==> config.mk <==
export PLATFORM = sky130hd
export DESIGN_NAME = hit_judge_scorer
export DESIGN_NICKNAME = d
export VERILOG_FILES = /design/src/rtl/gh_pkg.sv /design/src/rtl/bcd_counter4.sv /design/src/rtl/hit_judge_scorer.sv
export SDC_FILE = /design/constraint.sdc
export NUM_CORES = 1
export LEC_CHECK = 0
export BUFFER_PORTS_ARGS = -buffer_cell sky130_fd_sc_hd__buf_2
export CORE_MARGIN = 3
export CORE_UTILIZATION = 50
export DETAILED_ROUTE_END_ITERATION = 7
export PLACE_DENSITY = 0.74
export SLEW_MARGIN = 10
export SYNTH_ARGS = -nofsm -noshare
export SYNTH_HDL_FRONTEND = slang
export SYNTH_HIERARCHICAL = 1
export SYNTH_SLANG_ARGS = --single-unit
==> constraint.sdc <==
create_clock -name CLOCK_50 -period 4.68 [get_ports CLOCK_50]
set_input_delay 0.234 -clock CLOCK_50 [delete_from_list [all_inputs] [get_ports CLOCK_50]]
set_output_delay 0.234 -clock CLOCK_50 [all_outputs]
set_load 0.05 [all_outputs]
==> src/rtl/gh_pkg.sv <==
// rtl/gh_pkg.sv - shared constants, adder state type and BCD increment helper for the hit judge.
package gh_pkg;
  localparam int LANES = 4;
  localparam int DIGIT_W = 4;
  localparam logic [15:0] SCORE_MAX_BCD = 16'h9999;

  typedef enum logic {IDLE, ADD} add_state_t;

  // Ripple +1 through four BCD digits; a 9 wraps to 0 and carries onward.
  function automatic logic [15:0] bcd_inc(input logic [15:0] v);
    logic [15:0] r;
    logic carry;
    r = v;
    carry = 1'b1;
    for (int d = 0; d < 4; d++) begin
      if (carry) begin
        if (v[d*DIGIT_W +: DIGIT_W] == 4'd9) begin
          r[d*DIGIT_W +: DIGIT_W] = 4'd0;
        end else begin
          r[d*DIGIT_W +: DIGIT_W] = v[d*DIGIT_W +: DIGIT_W] + 4'd1;
          carry = 1'b0;
        end
      end
    end
    return r;
  endfunction
endpackage

==> src/rtl/bcd_counter4.sv <==
// rtl/bcd_counter4.sv - four-digit BCD up-counter that sticks at 9999.
module bcd_counter4
  import gh_pkg::*;
(
  input  logic        clk,
  input  logic        rst,
  input  logic        inc,
  output logic [15:0] count
);
  always_ff @(posedge clk or posedge rst) begin
    if (rst) begin
      count <= '0;
    end else if (inc && count != SCORE_MAX_BCD) begin
      count <= bcd_inc(count);
    end
  end
endmodule

==> src/rtl/hit_judge_scorer.sv <==
// rtl/hit_judge_scorer.sv - judges key presses against bottom-row notes and feeds a BCD score.
module hit_judge_scorer
  import gh_pkg::*;
#(
  parameter int SYNC_STAGES = 2,
  parameter int STREAK_STEP = 8,
  parameter int MAX_MULT    = 4,
  parameter int STREAK_MAX  = 63
) (
  input  logic             CLOCK_50,
  input  logic             RESET_GAME,
  input  logic             note_tick,
  input  logic [LANES-1:0] lane_note,
  input  logic [LANES-1:0] KEY_N,
  output logic [15:0]      score_bcd,
  output logic [5:0]       streak,
  output logic [2:0]       multiplier,
  output logic [LANES-1:0] hit_flags,
  output logic [LANES-1:0] miss_flags,
  output logic [LANES-1:0] false_flags,
  output logic             busy
);
  logic [SYNC_STAGES-1:0][LANES-1:0] sync_q;
  logic [LANES-1:0] pressed, press_prev, key_edge, press_latch, window;
  logic [LANES-1:0] hit_now, miss_now, false_now;
  logic [5:0]       streak_next;
  logic [2:0]       hit_cnt;
  logic [5:0]       points;
  logic [6:0]       pending_sum;
  logic [4:0]       pending, pending_next;
  logic             inc;
  add_state_t       state, state_next;

  function automatic logic [2:0] mult_for(input logic [5:0] s);
    int m;
    m = 1 + int'(s) / STREAK_STEP;
    if (m > MAX_MULT) m = MAX_MULT;
    return 3'(m);
  endfunction

  assign pressed   = sync_q[SYNC_STAGES-1];
  assign key_edge  = pressed & ~press_prev;
  // An edge landing on the tick cycle still belongs to the window being closed.
  assign window    = press_latch | key_edge;
  assign hit_now   = lane_note & window;
  assign miss_now  = lane_note & ~window;
  assign false_now = window & ~lane_note;

  always_ff @(posedge CLOCK_50 or posedge RESET_GAME) begin
    if (RESET_GAME) begin
      sync_q      <= '0;
      press_prev  <= '0;
      press_latch <= '0;
    end else begin
      sync_q      <= {sync_q[SYNC_STAGES-2:0], ~KEY_N};
      press_prev  <= pressed;
      press_latch <= note_tick ? '0 : (press_latch | key_edge);
    end
  end

  always_comb begin
    streak_next = streak;
    if ((miss_now | false_now) != '0) begin
      streak_next = '0;
    end else if (hit_now != '0 && streak != 6'(STREAK_MAX)) begin
      streak_next = streak + 6'd1;
    end
  end

  always_comb begin
    hit_cnt = '0;
    for (int i = 0; i < LANES; i++) hit_cnt = hit_cnt + {2'b0, hit_now[i]};
  end

  // Points use the multiplier in force before this tick's streak update.
  assign points      = {3'b0, hit_cnt} * {3'b0, multiplier};
  assign inc         = (state == ADD) && (pending != '0);
  assign pending_sum = {2'b0, pending} - {6'b0, inc} + (note_tick ? {1'b0, points} : 7'd0);
  assign pending_next = (pending_sum > 7'd31) ? 5'd31 : pending_sum[4:0];

  always_ff @(posedge CLOCK_50 or posedge RESET_GAME) begin
    if (RESET_GAME) begin
      streak      <= '0;
      multiplier  <= 3'd1;
      hit_flags   <= '0;
      miss_flags  <= '0;
      false_flags <= '0;
      pending     <= '0;
      state       <= IDLE;
    end else begin
      hit_flags   <= note_tick ? hit_now : '0;
      miss_flags  <= note_tick ? miss_now : '0;
      false_flags <= note_tick ? false_now : '0;
      if (note_tick) begin
        streak     <= streak_next;
        multiplier <= mult_for(streak_next);
      end
      pending <= pending_next;
      state   <= state_next;
    end
  end

  always_comb begin
    state_next = state;
    case (state)
      IDLE: if (pending != '0) state_next = ADD;
      ADD:  if (pending_next == '0) state_next = IDLE;
      default: state_next = IDLE;
    endcase
  end

  assign busy = (state == ADD) || (pending != '0);

  bcd_counter4 u_score (
    .clk   (CLOCK_50),
    .rst   (RESET_GAME),
    .inc   (inc),
    .count (score_bcd)
  );
endmodule

Word-level counts from Yosys, hierarchy flattened
Index checks and enable logic that the tools add are counted.

cells by class
  $mul = 1
  bitwise logic cells = 11
  $add $sub $neg = 11
  reductions and logical operators = 13
  order comparisons = 2
  multiplexer cells = 24
  equality and inequality tests = 6

operators by type and width
  kind                                                           number
  two-way mux 4 bit                                              8
  two-way mux 6 bit                                              3
  adder 4 x 1 -> 4 bit, second input constant                    4
  AND 4 bit                                                      4
  == test 4 bit, second input constant                           4
  != test 16 bit, second input constant                          1
  inverter 4 bit                                                 4
  two-way mux 1 bit                                              10
  bitwise OR 4 bit                                               2
  AND reduction 2 bit                                            4
  nonzero test 4 bit                                             2
  adder 7 x 6 -> 7 bit                                           1
  greater-than comparator 7 x 5 -> 1 bit, second input constant  1
  adder 6 x 1 -> 6 bit, second input constant                    1
  multiplier 3 x 3 -> 6 bit                                      1
  != test 6 bit, second input constant                           1
  subtractor 5 x 1 -> 6 bit                                      1
  logical NOT 5 bit                                              1
  two-way mux 5 bit                                              1
  nonzero test 5 bit                                             1
  adder 1 x 3 -> 4 bit, first input constant                     1
  greater-than comparator 4 x 3 -> 1 bit, second input constant  1
  adder 2 x 1 -> 3 bit                                           1
  adder 3 x 1 -> 3 bit                                           1
  other kinds (7)                                                9

word-level totals
  register bits = 59
  output and inout bits = 38
  bits of input ports = 11

Logic depth before layout (Yosys ltp)
Gate-level depths: netlist of the first run.

  depth after elaboration = 15
  gate-level depth with buffers = 24
  depth with buffers taken out = 24

Cells and area by module
The synthesis of the first run kept the hierarchy.

by module, submodules not included
  module            sequential area each (sq um)  instances  cells an instance  area an instance (sq um)
  hit_judge_scorer  1,077.3                       1          233                2,421.1
  bcd_counter4      400.4                         1          81                 824.5

Least setup slack after synthesis of the first run
No wires, ideal clock.

  path kind = register -> register
  start point = register sync_q, in the netlist pressed[0]
  end point = register pending[4]
  buffers on the path = 0
  setup time = 138 ps
  cell stages (with the launch flop) = 24
  path slack = 95 ps
  arrival time = 4,446 ps
  clock period less this slack = 4,585 ps
  cells stage by stage = dfrtp_1 > a21oi_1 > inv_1 > ha_1 > inv_1 > ha_1 > ha_1 > ha_1 > ha_1 > nand2_1 > fa_1 > inv_1 > ha_1 > inv_1 > fa_1 > xor2_1 > nor2_1 > ha_1 > nand3_1 > o211ai_1 > o211a_1 > a211oi_1 > o21ai_1 > o21ai_1

on the way
  cells in the longest elaborated chain, start to end = 11

ends and longest elaborated chain
  item                                    RTL line                RTL
  from (decl)                             hit_judge_scorer.sv:23  logic [SYNC_STAGES-1:0][LANES-1:0] sync_q;
  from (signal assigned)                  hit_judge_scorer.sv:55  sync_q <= {sync_q[SYNC_STAGES-2:0], ~KEY_N};
  AND 4 bit *                             hit_judge_scorer.sv:42  assign key_edge = pressed & ~press_prev;
  bitwise OR 4 bit *                      hit_judge_scorer.sv:44  assign window = press_latch | key_edge;
  AND 4 bit *                             hit_judge_scorer.sv:45  assign hit_now = lane_note & window;
  adder 1 x 1 -> 2 bit *                  hit_judge_scorer.sv:72  for (int i = 0; i < LANES; i++) hit_cnt = hit_cnt + {2'b0, hit_now[i]};
  adder 2 x 1 -> 3 bit *                  hit_judge_scorer.sv:72
  adder 3 x 1 -> 3 bit *                  hit_judge_scorer.sv:72
  multiplier 3 x 3 -> 6 bit *             hit_judge_scorer.sv:76  assign points = {3'b0, hit_cnt} * {3'b0, multiplier};
  two-way mux 6 bit *                     hit_judge_scorer.sv:78  assign pending_sum = {2'b0, pending} - {6'b0, inc} + (note_tick ? {1'b0, points} : 7'd0);
  adder 7 x 6 -> 7 bit *                  hit_judge_scorer.sv:78
  greater-than comparator 7 x 5 -> 1 bit  hit_judge_scorer.sv:79  assign pending_next = (pending_sum > 7'd31) ? 5'd31 : pending_sum[4:0];
  two-way mux 5 bit *                     hit_judge_scorer.sv:79
  named net pending_next[4]               hit_judge_scorer.sv:30  logic [4:0] pending, pending_next;
  to (signal assigned)                    hit_judge_scorer.sv:98  pending <= pending_next;
  to (decl)                               hit_judge_scorer.sv:30

The timed path passes the listed nets; every way through them passes the cells marked *.
A chain may end at the register's enable or synchronous reset.

Worst setup path after layout of the first run
  start point = register sync_q, in the netlist pressed[0]
  end point = register state

on the way
  cells in the longest elaborated chain, start to end = 14

ends and longest elaborated chain
  item                                    RTL line                 RTL
  AND 4 bit *                             hit_judge_scorer.sv:42
  bitwise OR 4 bit *                      hit_judge_scorer.sv:44
  AND 4 bit *                             hit_judge_scorer.sv:45
  adder 1 x 1 -> 2 bit *                  hit_judge_scorer.sv:72
  adder 2 x 1 -> 3 bit *                  hit_judge_scorer.sv:72
  adder 3 x 1 -> 3 bit *                  hit_judge_scorer.sv:72
  multiplier 3 x 3 -> 6 bit *             hit_judge_scorer.sv:76
  two-way mux 6 bit *                     hit_judge_scorer.sv:78
  adder 7 x 6 -> 7 bit *                  hit_judge_scorer.sv:78
  greater-than comparator 7 x 5 -> 1 bit  hit_judge_scorer.sv:79
  two-way mux 5 bit *                     hit_judge_scorer.sv:79
  logical NOT 5 bit *                     hit_judge_scorer.sv:107  ADD: if (pending_next == '0) state_next = IDLE;
  two-way mux 1 bit *                     hit_judge_scorer.sv:107
  case mux 1 bit (2 select lines) *       hit_judge_scorer.sv:105  case (state)
  named net state_next                    hit_judge_scorer.sv:32   add_state_t state, state_next;
  to (signal assigned)                    hit_judge_scorer.sv:99   state <= state_next;
  to (decl)                               hit_judge_scorer.sv:32

Marks and branches as above.

==> results of run 1 <==
-- worst max-delay path, delay by kind of cell, from the launching register on --
family | cells | cell delay [ns]
compound gates | 6 | 0.99
fa+ha+maj | 9 | 2.45
buf+inv | 5 | 0.41
flops | 1 | 0.39
simple gates | 3 | 0.17
-- final timing paths --
check | from | to | slack (ns) | cells past startpoint
min | KEY_N[2] | sync_q[2] | 0.04 | 2
min in group asynchronous | RESET_GAME | u_score/count[8] | 0.55 | 3
max | pressed[0] | state | 0.17 | 23
max in group asynchronous | RESET_GAME | multiplier[0] | 3.70 | 4
min reg2reg | sync_q[3] | pressed[3] | 0.35 | 0
max reg2reg | pressed[0] | state | 0.17 | 23
-- power breakdown --
part           switching [W]  internal [W]  total (W)
combinational       0.000399      0.000238   0.000637
clock               0.000184      0.000283   0.000467
sequential         0.0000600      0.000580   0.000640
total               0.000644       0.00110    0.00174
-- kinds of logic after synthesis --
family	Yosys count	share of synthesized area, %
mux	8	2.775
xor+xnor	13	3.508
buf+inv	41	4.780
flops	59	45.53
compound gates	48	9.753
fa+ha+maj	36	14.57
simple gates	109	19.08
-- cell usage after synthesis, types with 3 or more instances --
library cell	n	area, sq um
dfrtp_1	58	1451
inv_1	35	131.4
ha_1	33	412.9
nor2_1	25	93.84
nand2_1	20	75.07
and2_1	18	112.6
a21oi_1	13	65.06
o21ai_0	10	50.05
nand3_1	9	45.04
xnor2_1	9	78.83
and3_1	5	31.28
mux2_2	5	56.30
clkbuf_1	4	15.01
nand4_1	4	25.02
nor3_1	4	20.02
xor2_1	4	35.03
a211oi_1	3	22.52
a21o_1	3	22.52
fa_1	3	60.06
nand2b_1	3	18.77
-- registers in the layout (all words and copies together), names as in the netlist, 3 cells and up --
register / flops
u_score/count: 16
pending: 5
pressed: 4
false_flags: 4
hit_flags: 4
multiplier: 3
press_latch: 4
sync_q: 4
press_prev: 4
streak: 6
miss_flags: 4
-- cell type report --
class / count / area share, %
multi-input combinational: 214 / 43.01
sequential: 59 / 37.60
timing repair buffer: 60 / 8.469
clock buffer: 12 / 4.202
inverter: 36 / 3.438
tap: 75 / 2.388
clock inverter: 2 / 0.8914
-- repair_timing --
| item | in CTS | in global routing |
|---|---|---|
| buffers inserted | 3 | 2 |
| gates resized for setup | 6 | 13 |
| endpoints found under the hold margin | 10 | 0 |
| endpoints found under the setup margin | 6 | 6 |
| hold buffers | 1 | 0 |
| pin swaps | 5 | 10 |
-- stage by stage --
step | power [W] | setup slack, ns | TNS (ns) | cells | hold slack (ns)
after floorplan | 0.001100 | 0.09540 | 0 | 314 | 0.1477
after detailed placement | 0.001243 | -0.1029 | -0.5556 | 438 | 0.3347
final | 0.001744 | 0.1720 | 0 | 458 | 0.04497
after global routing | 0.001850 | -0.04863 | -0.2271 | 458 | 0.02945
after CTS | 0.001734 | 0.0001581 | 0 | 456 | 0.02614
after global placement | 0.001229 | 0.05145 | 0 | 438 | 0.3329
-- per-layer routing --
| metal | routed length (um) | GRT usage (%) |
|---|---|---|
| met2 | 3112 | 30.18 |
| met3 | 266 | 4.373 |
| met5 | 0 | 0 |
| met1 | 2832 | 21.59 |
| met4 | 61 | 6.374 |
==> qor.csv, run 1 <==
metric;value;unit
core area;6096;sq um
Ant. Diodes;0;
Pins Over Slew Limit;0;
RSZ-0062 raised after global routing;true;
slowest library cell on the worst path;fa_2;
Seq. cell area;1478;sq um
clock transition at the registers of the reported paths;0.06;ns
dpl hpwl;4533;um
peak supply drop;0.3863;mV
DRT Pass-1 Iters;4;
final instance area;3930;sq um
share of layout cells above drive strength 1;28.46;%
Syn Std Cell Area;3246;sq um
GRT Total Usage;17.64;%
first-pass GRT wire length;10340;um
crit-path max FO;6;
crit end category;flip-flop;
clk_lat worst skew;0.33;ns
Clock Path Buffers;2;
DR vias;2420;
ANT nets after route;0;
H-tree levels;3;
drc violations;0;
Post-synth top flop;dfrtp_1;
WL final;6274;um
Synth Warn #;6;
IO Pins;49;
critical path class;reg -> reg;
Syn Area/Cell;10.34;sq um
Overflow after GRT;0;
final hold vios;0;
area growth from synthesis to final layout;21.09;%
arrival time worst endpoint;4.76;ns
Max Freq;0.2218;GHz
Core Util, Final;64.47;%
Net Count, Synth;361;
DIE HEIGHT;86.57;um
post-synthesis register bit count;59;
register area share after synthesis;45.53;%
Post-Synthesis Cells;314;
root buf cell;clkbuf_8;
largest net degree at the start of global routing;44;
maxcap violations;0;
Initial Util;53.24;%
vias in the first global route;2350;
worst rel slew slack;58.33;%
DIE AREA;7494;sq um
IO buf count;48;
Via density;5.284;
most frequent CP cell;ha_4;
clock sinks;59;
routed len/inst;13.70;um
initial antenna violation count;0;
Power Dens Cells;443.7;nW/um^2
routability cong.;0.8431;
Worst EP required;4.93;ns
Final min period;4.508;ns
CP startpoint kind;flip-flop;
cts bufs inserted;9;
fin crit share;96.32;%
most frequent cells in the layout;58 x dfrtp_1, 48 x buf_2, 30 x inv_1;
Setup violations, final;0;
Clock Skew;0.01046;ns
Multi-input gate area;1690;sq um
Post-synth EDFFs;0;
CP max stage delay;0.50;ns
status;completed;
commonest non-fill, non-tap cell in the layout;dfrtp_1;
post-synthesis async set-or-reset flop share;100.0;%
Netlist cell types;56;
placed cell areas;3605;sq um
TritonCTS clock tree;built;
Std-Cell Rows;28;
die width;86.57;um
Leak;2.050;nW
worst-margin pin slew;0.6244;ns
Initial DRC Count;66;
Worst Hold Class;in -> reg;
final layout net count;427;
crit path cell chain;a21oi_2, inv_1, ha_2, inv_2, ha_4, ha_4, ha_4, ha_4, nand2_2, fa_1, inv_1, ha_2, inv_2, fa_2, nor2_1, ha_1, o21ai_1, nor2_1, o211a_1, a211oi_1, o21ai_1, buf_4, a21boi_1;
FILL cells;492;
Power figures use the tool's default switching activity.
==> run 2, diff against run 1 <==
Settings changed: ABC_AREA set to 1, TNS_END_PERCENT set to 100.
==> qor.csv, run 2 <==
metric;value;unit
core area;6869;sq um
Multi-input gate area;1749;sq um
H-tree levels;3;
worst rel slew slack;57.96;%
largest reg by FF count;u_score/count;
maxcap violations;0;
DR vias;2889;
Synth Warn #;6;
Max Freq;0.2241;GHz
slowest library cell on the worst path;fa_1;
Core Util, Final;60.95;%
Final min period;4.462;ns
Initial DRC Count;148;
CP startpoint kind;flip-flop;
arrival time worst endpoint;4.68;ns
most frequent cells in the layout;120 x nand2_1, 89 x inv_1, 58 x dfrtp_1;
Post-synth top flop;dfrtp_1;
final hold vios;0;
crit path buf inv count;4;
worst r2r src;press_prev[1];
placed cell areas;3913;sq um
top cell type by total area after synthesis;dfrtp_1;
IO buf count;48;
Seq. cell area;1478;sq um
fin crit share;95.34;%
top cells by count, synth;122 x nand2_1, 91 x inv_1, 58 x dfrtp_1, 33 x ha_1, 30 x nor2_1;
routed len/inst;11.63;um
Via density;4.775;
clk_lat worst skew;0.33;ns
routability cong.;0.8622;
die width;90.82;um
fin cells;605;
RR Endpoint;state;
cts bufs inserted;9;
crit-path max FO;4;
WL final;7035;um
first-pass GRT wire length;12430;um
Setup violations, final;0;
R2R depth;24;
Std-Cell Rows;30;
Syn Area/Cell;8.029;sq um
GRT Total Usage;18.55;%
Hold Path Stages;2;
critical path class;reg -> reg;
ANT nets after route;0;
post-synthesis async set-or-reset flop share;100.0;%
TritonCTS clock tree;built;
FILL cells;581;
initial antenna violation count;0;
dpl hpwl;5079;um
vias in the first global route;2775;
drc violations;0;
fraction of synthesized cell area taken by the top area cell type;40.35;%
final layout net count;553;
final instance area;4187;sq um
Leak;2.437;nW
clock transition at the registers of the reported paths;0.06;ns
Netlist cell types;31;
post-synthesis register bit count;59;
clock sinks;59;
Worst EP required;4.90;ns
Post-Synthesis Cells;448;
hold_sp;KEY_N[2];
largest net degree at the start of global routing;44;
DRT Pass-1 Iters;5;
crit path cell chain;inv_1, nand2_1, nand2_1, ha_1, inv_1, ha_1, ha_1, ha_2, ha_4, nand2_1, fa_1, inv_2, ha_2, inv_1, fa_1, nor2_1, ha_1, a21oi_1, nand2_1, a21oi_2, xor2_1, nand3_1, nor2_1, nor2_1;
leading post-synthesis cells by cell area;dfrtp_1 40%, nand2_1 13%, ha_1 11%;
Initial Util;52.37;%
DIE HEIGHT;90.82;um
crit end category;flip-flop;
Syn Std Cell Area;3597;sq um
commonest non-fill, non-tap cell in the layout;nand2_1;
Net Count, Synth;495;
register area share after synthesis;41.08;%
Worst R2R Setup Slack;0.22;ns
worst hold endpoint;sync_q[2];
share of layout cells above drive strength 1;18.86;%
Worst Hold Class;in -> reg;
IO Pins;49;
peak supply drop;0.1959;mV
status;completed;
Inst Count DP;587;
DIE AREA;8248;sq um
setup TNS;0;ns
Overflow after GRT;0;
max reg flops;16;
most numerous cell in the Yosys netlist;nand2_1;
Pins Over Slew Limit;0;
Clock Path Buffers;2;
Clock Skew;0.005450;ns
CP max stage delay;0.48;ns
Top delay family on crit path;adder cells;
Power Dens Cells;439.1;nW/um^2
worst-margin pin slew;0.6298;ns
Post-synth EDFFs;0;
Largest regs;u_score/count x16, streak x6, pending x5;
area growth from synthesis to final layout;16.38;%
root buf cell;clkbuf_8;
Ant. Diodes;0;
## run 2: cell count changes after synthesis, sizes merged, moves of 6 or more
cell and change:
nand4 +16, and3 -6, nand3 +14, nor2 +12, xor2 +6, nand2 +107
and2 -18, inv +60
## run 2: worst max path at each step
stage	start	to	slack (ns)	cells after the start
after floorplan	press_prev[0]	pending[3]	0.39	23
after global placement	press_prev[0]	pending[4]	0.25	23
after detailed placement	press_prev[0]	pending[0]	0.11	23
after CTS	press_prev[0]	pending[0]	0.09	23
after global routing	press_prev[0]	state	-0.001	24
final	press_prev[1]	state	0.22	24
## run 2: cells by family (layout without fill, tap and decap cells)
logic type / after synthesis / after routing / share of synthesized area, %
xor gates and xnor gates: 14 / 14 / 3.408
buffers and inverters: 101 / 162 / 11.44
AOI/OAI and AO/OA: 28 / 28 / 4.174
DFF: 59 / 59 / 41.08
and+or+nand+nor: 210 / 210 / 26.75
adders and majority gates: 36 / 36 / 13.15
## run 2: cell type report
type                       instances  area share, %
tap                               96          2.869
clock buffer                      12          3.945
inverter                          95          8.577
clock inverter                     2         0.8368
sequential                        59          35.30
timing repair buffer              53          6.695
multi-input combinational        288          41.78
## run 2: timing repair
action / CTS / global route
hold buffers: 1 / 0
gates resized for setup: 0 / 10
hold endpoints to repair: 16 / 0
buffers inserted: 0 / 3
setup endpoints to repair: 0 / 6
## run 2: worst register-to-register path, delay by kind of cell (launching register included)
family          cells  cell delay [ns]
fa+ha+maj           9             2.64
buf+inv             4             0.21
flops               1             0.36
compound gates      2             0.30
xor+xnor            1             0.19
simple gates        8             0.67
## run 2: routing by layer
metal / wire (um) / GRT usage, %
met5: 0 / 0
met4: 106 / 7.915
met1: 3266 / 23.01
met2: 3375 / 30.70
met3: 287 / 4.667
## run 2: stage by stage
| stage | hold slack [ns] | setup WS [ns] | total power, W |
|---|---|---|---|
| finish | 0.03589 | 0.2181 | 0.001838 |
| CTS | 0.01767 | 0.09480 | 0.001814 |
| global placement | 0.3325 | 0.2472 | 0.001310 |
| floorplan | 0.1477 | 0.3930 | 0.001186 |
| detailed placement | 0.3379 | 0.1129 | 0.001333 |
| global route | 0.03112 | -0.001282 | 0.001972 |
## run 2: power by group
part / leakage [nW] / switching [W] / total (W) / internal [W]
sequential: 0.753 / 0.0000695 / 0.000654 / 0.000585
clock: 0.104 / 0.000192 / 0.000475 / 0.000283
combinational: 1.58 / 0.000470 / 0.000709 / 0.000240
==> run 3, diff against run 2 <==
Settings changed: CELL_PAD_IN_SITES_DETAIL_PLACEMENT set to 1, CELL_PAD_IN_SITES_GLOBAL_PLACEMENT set to 2, CORE_UTILIZATION 50 to 31, PLACE_DENSITY 0.74 to not set, PLACE_DENSITY_LB_ADDON set to 0.1.
==> qor.csv, run 3 (synthesis results as in run 2) <==
metric;value;unit
crit-path max FO;4;
crit end category;flip-flop;
DRT Pass-1 Iters;4;
Initial Util;32.47;%
CP max stage delay;0.44;ns
Std-Cell Rows;38;
FILL cells;1340;
final instance area;4388;sq um
RSZ-0062 raised after global routing;false;
worst r2r src;press_prev[0];
crit path buf inv count;4;
worst rel slew slack;53.60;%
Largest regs;u_score/count x16, streak x6, pending x5;
Initial DRC Count;128;
IO Pins;49;
Via density;4.465;
Seq. cell area;1478;sq um
DIE HEIGHT;113.7;um
peak supply drop;0.2824;mV
fin cells;649;
largest reg by FF count;u_score/count;
Max Freq;0.2299;GHz
Clock Path Buffers;2;
status;completed;
clock transition at the registers of the reported paths;0.05;ns
Clock Skew;0.005110;ns
Setup violations, final;0;
ANT nets after route;0;
GRT Total Usage;15.10;%
IO buf count;48;
routed len/inst;13.22;um
most frequent cells in the layout;117 x nand2_1, 90 x inv_1, 58 x dfrtp_1;
R2R depth;25;
placed cell areas;3968;sq um
TritonCTS clock tree;built;
clk_lat worst skew;0.33;ns
Pins Over Slew Limit;0;
vias in the first global route;3184;
die width;113.7;um
final hold vios;0;
commonest non-fill, non-tap cell in the layout;nand2_1;
CP startpoint kind;flip-flop;
Final min period;4.351;ns
clock sinks;59;
critical path class;reg -> reg;
DR vias;2898;
Worst EP required;4.90;ns
first-pass GRT wire length;15450;um
Post-Place Worst Slack;0.02744;ns
largest net degree at the start of global routing;44;
dpl hpwl;6377;um
H-tree levels;3;
Ant. Diodes;0;
area growth from synthesis to final layout;21.98;%
cts bufs inserted;9;
maxcap violations;0;
Power Dens Cells;477.8;nW/um^2
Multi-input gate area;1803;sq um
max reg flops;16;
root buf cell;clkbuf_16;
setup TNS;0;ns
share of layout cells above drive strength 1;20.04;%
Worst R2R Setup Slack;0.33;ns
Worst Hold Class;in -> async;
arrival time worst endpoint;4.57;ns
worst-margin pin slew;0.6953;ns
Inst Count DP;631;
Leak;2.477;nW
WL final;8581;um
initial antenna violation count;0;
Overflow after GRT;0;
routability cong.;0.7760;
Top delay family on crit path;adder cells;
final worst setup slack;0.3294;ns
core area;11080;sq um
DIE AREA;12930;sq um
final layout net count;551;
fin crit share;92.96;%
drc violations;0;
slowest library cell on the worst path;fa_1;
CTS Hold Bufs;0;
RR Endpoint;pending[4];
## run 3: changes by cell type in the layout (fill, tap and decap cells not counted), moves of 2 or more
| cell | change |
|---|---|
| ha_1 | -2 |
| clkbuf_16 | +9 |
| nand2_1 | -3 |
| nand2_2 | +3 |
| clkbuf_1 | +2 |
| ha_4 | +2 |
| clkbuf_8 | -12 |
## run 3: power by group
group	switching (W)	internal [W]
clock network	0.000234	0.000464
logic	0.000493	0.000250
registers	0.0000714	0.000585
total	0.000798	0.00130
## run 3: worst max-delay path by stage
stage	from	to	slack, ns	depth (start not counted)
after detailed placement	press_prev[0]	pending[4]	0.03	23
after floorplan	press_prev[0]	pending[3]	0.39	23
after global placement	press_prev[0]	pending[4]	0.16	23
after global routing	press_prev[0]	state	0.01	24
after CTS	press_prev[0]	pending[4]	0.006	23
final	press_prev[0]	pending[4]	0.33	25
## run 3: cell type report
type	instances	share of cell area, %
Multi-Input combinational cell	288	41.09
Sequential cell	59	33.68
Inverter	95	8.184
Timing Repair Buffer	51	5.988
Clock buffer	11	5.304
Tap cell	140	3.992
Clock inverter	5	1.768
## run 3: per-layer routing
metal / share of wire [%] / global-route usage, % / up-vias
met1: 50 / 20.13 / 1358
li1: - / - / 1490
met2: 45 / 23.44 / 44
met3: 3.9 / 4.881 / 6
met4: 1.3 / 4.567 / 0
met5: 0 / 0 / -
## run 3: worst reg2reg max path: stages (launching register included)
cell and delay (ns):
dfrtp_1 0.36, inv_1 0.05, nand2_1 0.05, nand2_2 0.11
ha_4 0.15, inv_1 0.04, ha_1 0.28, ha_1 0.28
ha_2 0.19, ha_4 0.27, nand2_1 0.06, fa_1 0.44
inv_1 0.07, ha_2 0.17, inv_1 0.05, fa_2 0.33
xor2_1 0.18, nor2_1 0.10, ha_4 0.32, nand2_2 0.06
or2_4 0.24, nand3_1 0.07, nand2_1 0.06, nand2_2 0.06
and2_1 0.18, nand2_1 0.07
## run 3: stage by stage
stage	power (W)	hold WS, ns	util (%)
floorplan	0.001186	0.1477	-
global placement	0.001347	0.3321	35.81
detailed placement	0.001360	0.3434	35.81
CTS	0.002080	0.01946	38.62
global route	0.002259	0.02397	39.61
finish	0.002096	0.03539	39.61
## run 3: what timing repair did
item | in CTS | in global routing
resized for setup | 0 | 19
setup endpoints to repair | 0 | 6
buffers inserted | 0 | 2
hold endpoints to repair | 0 | 0
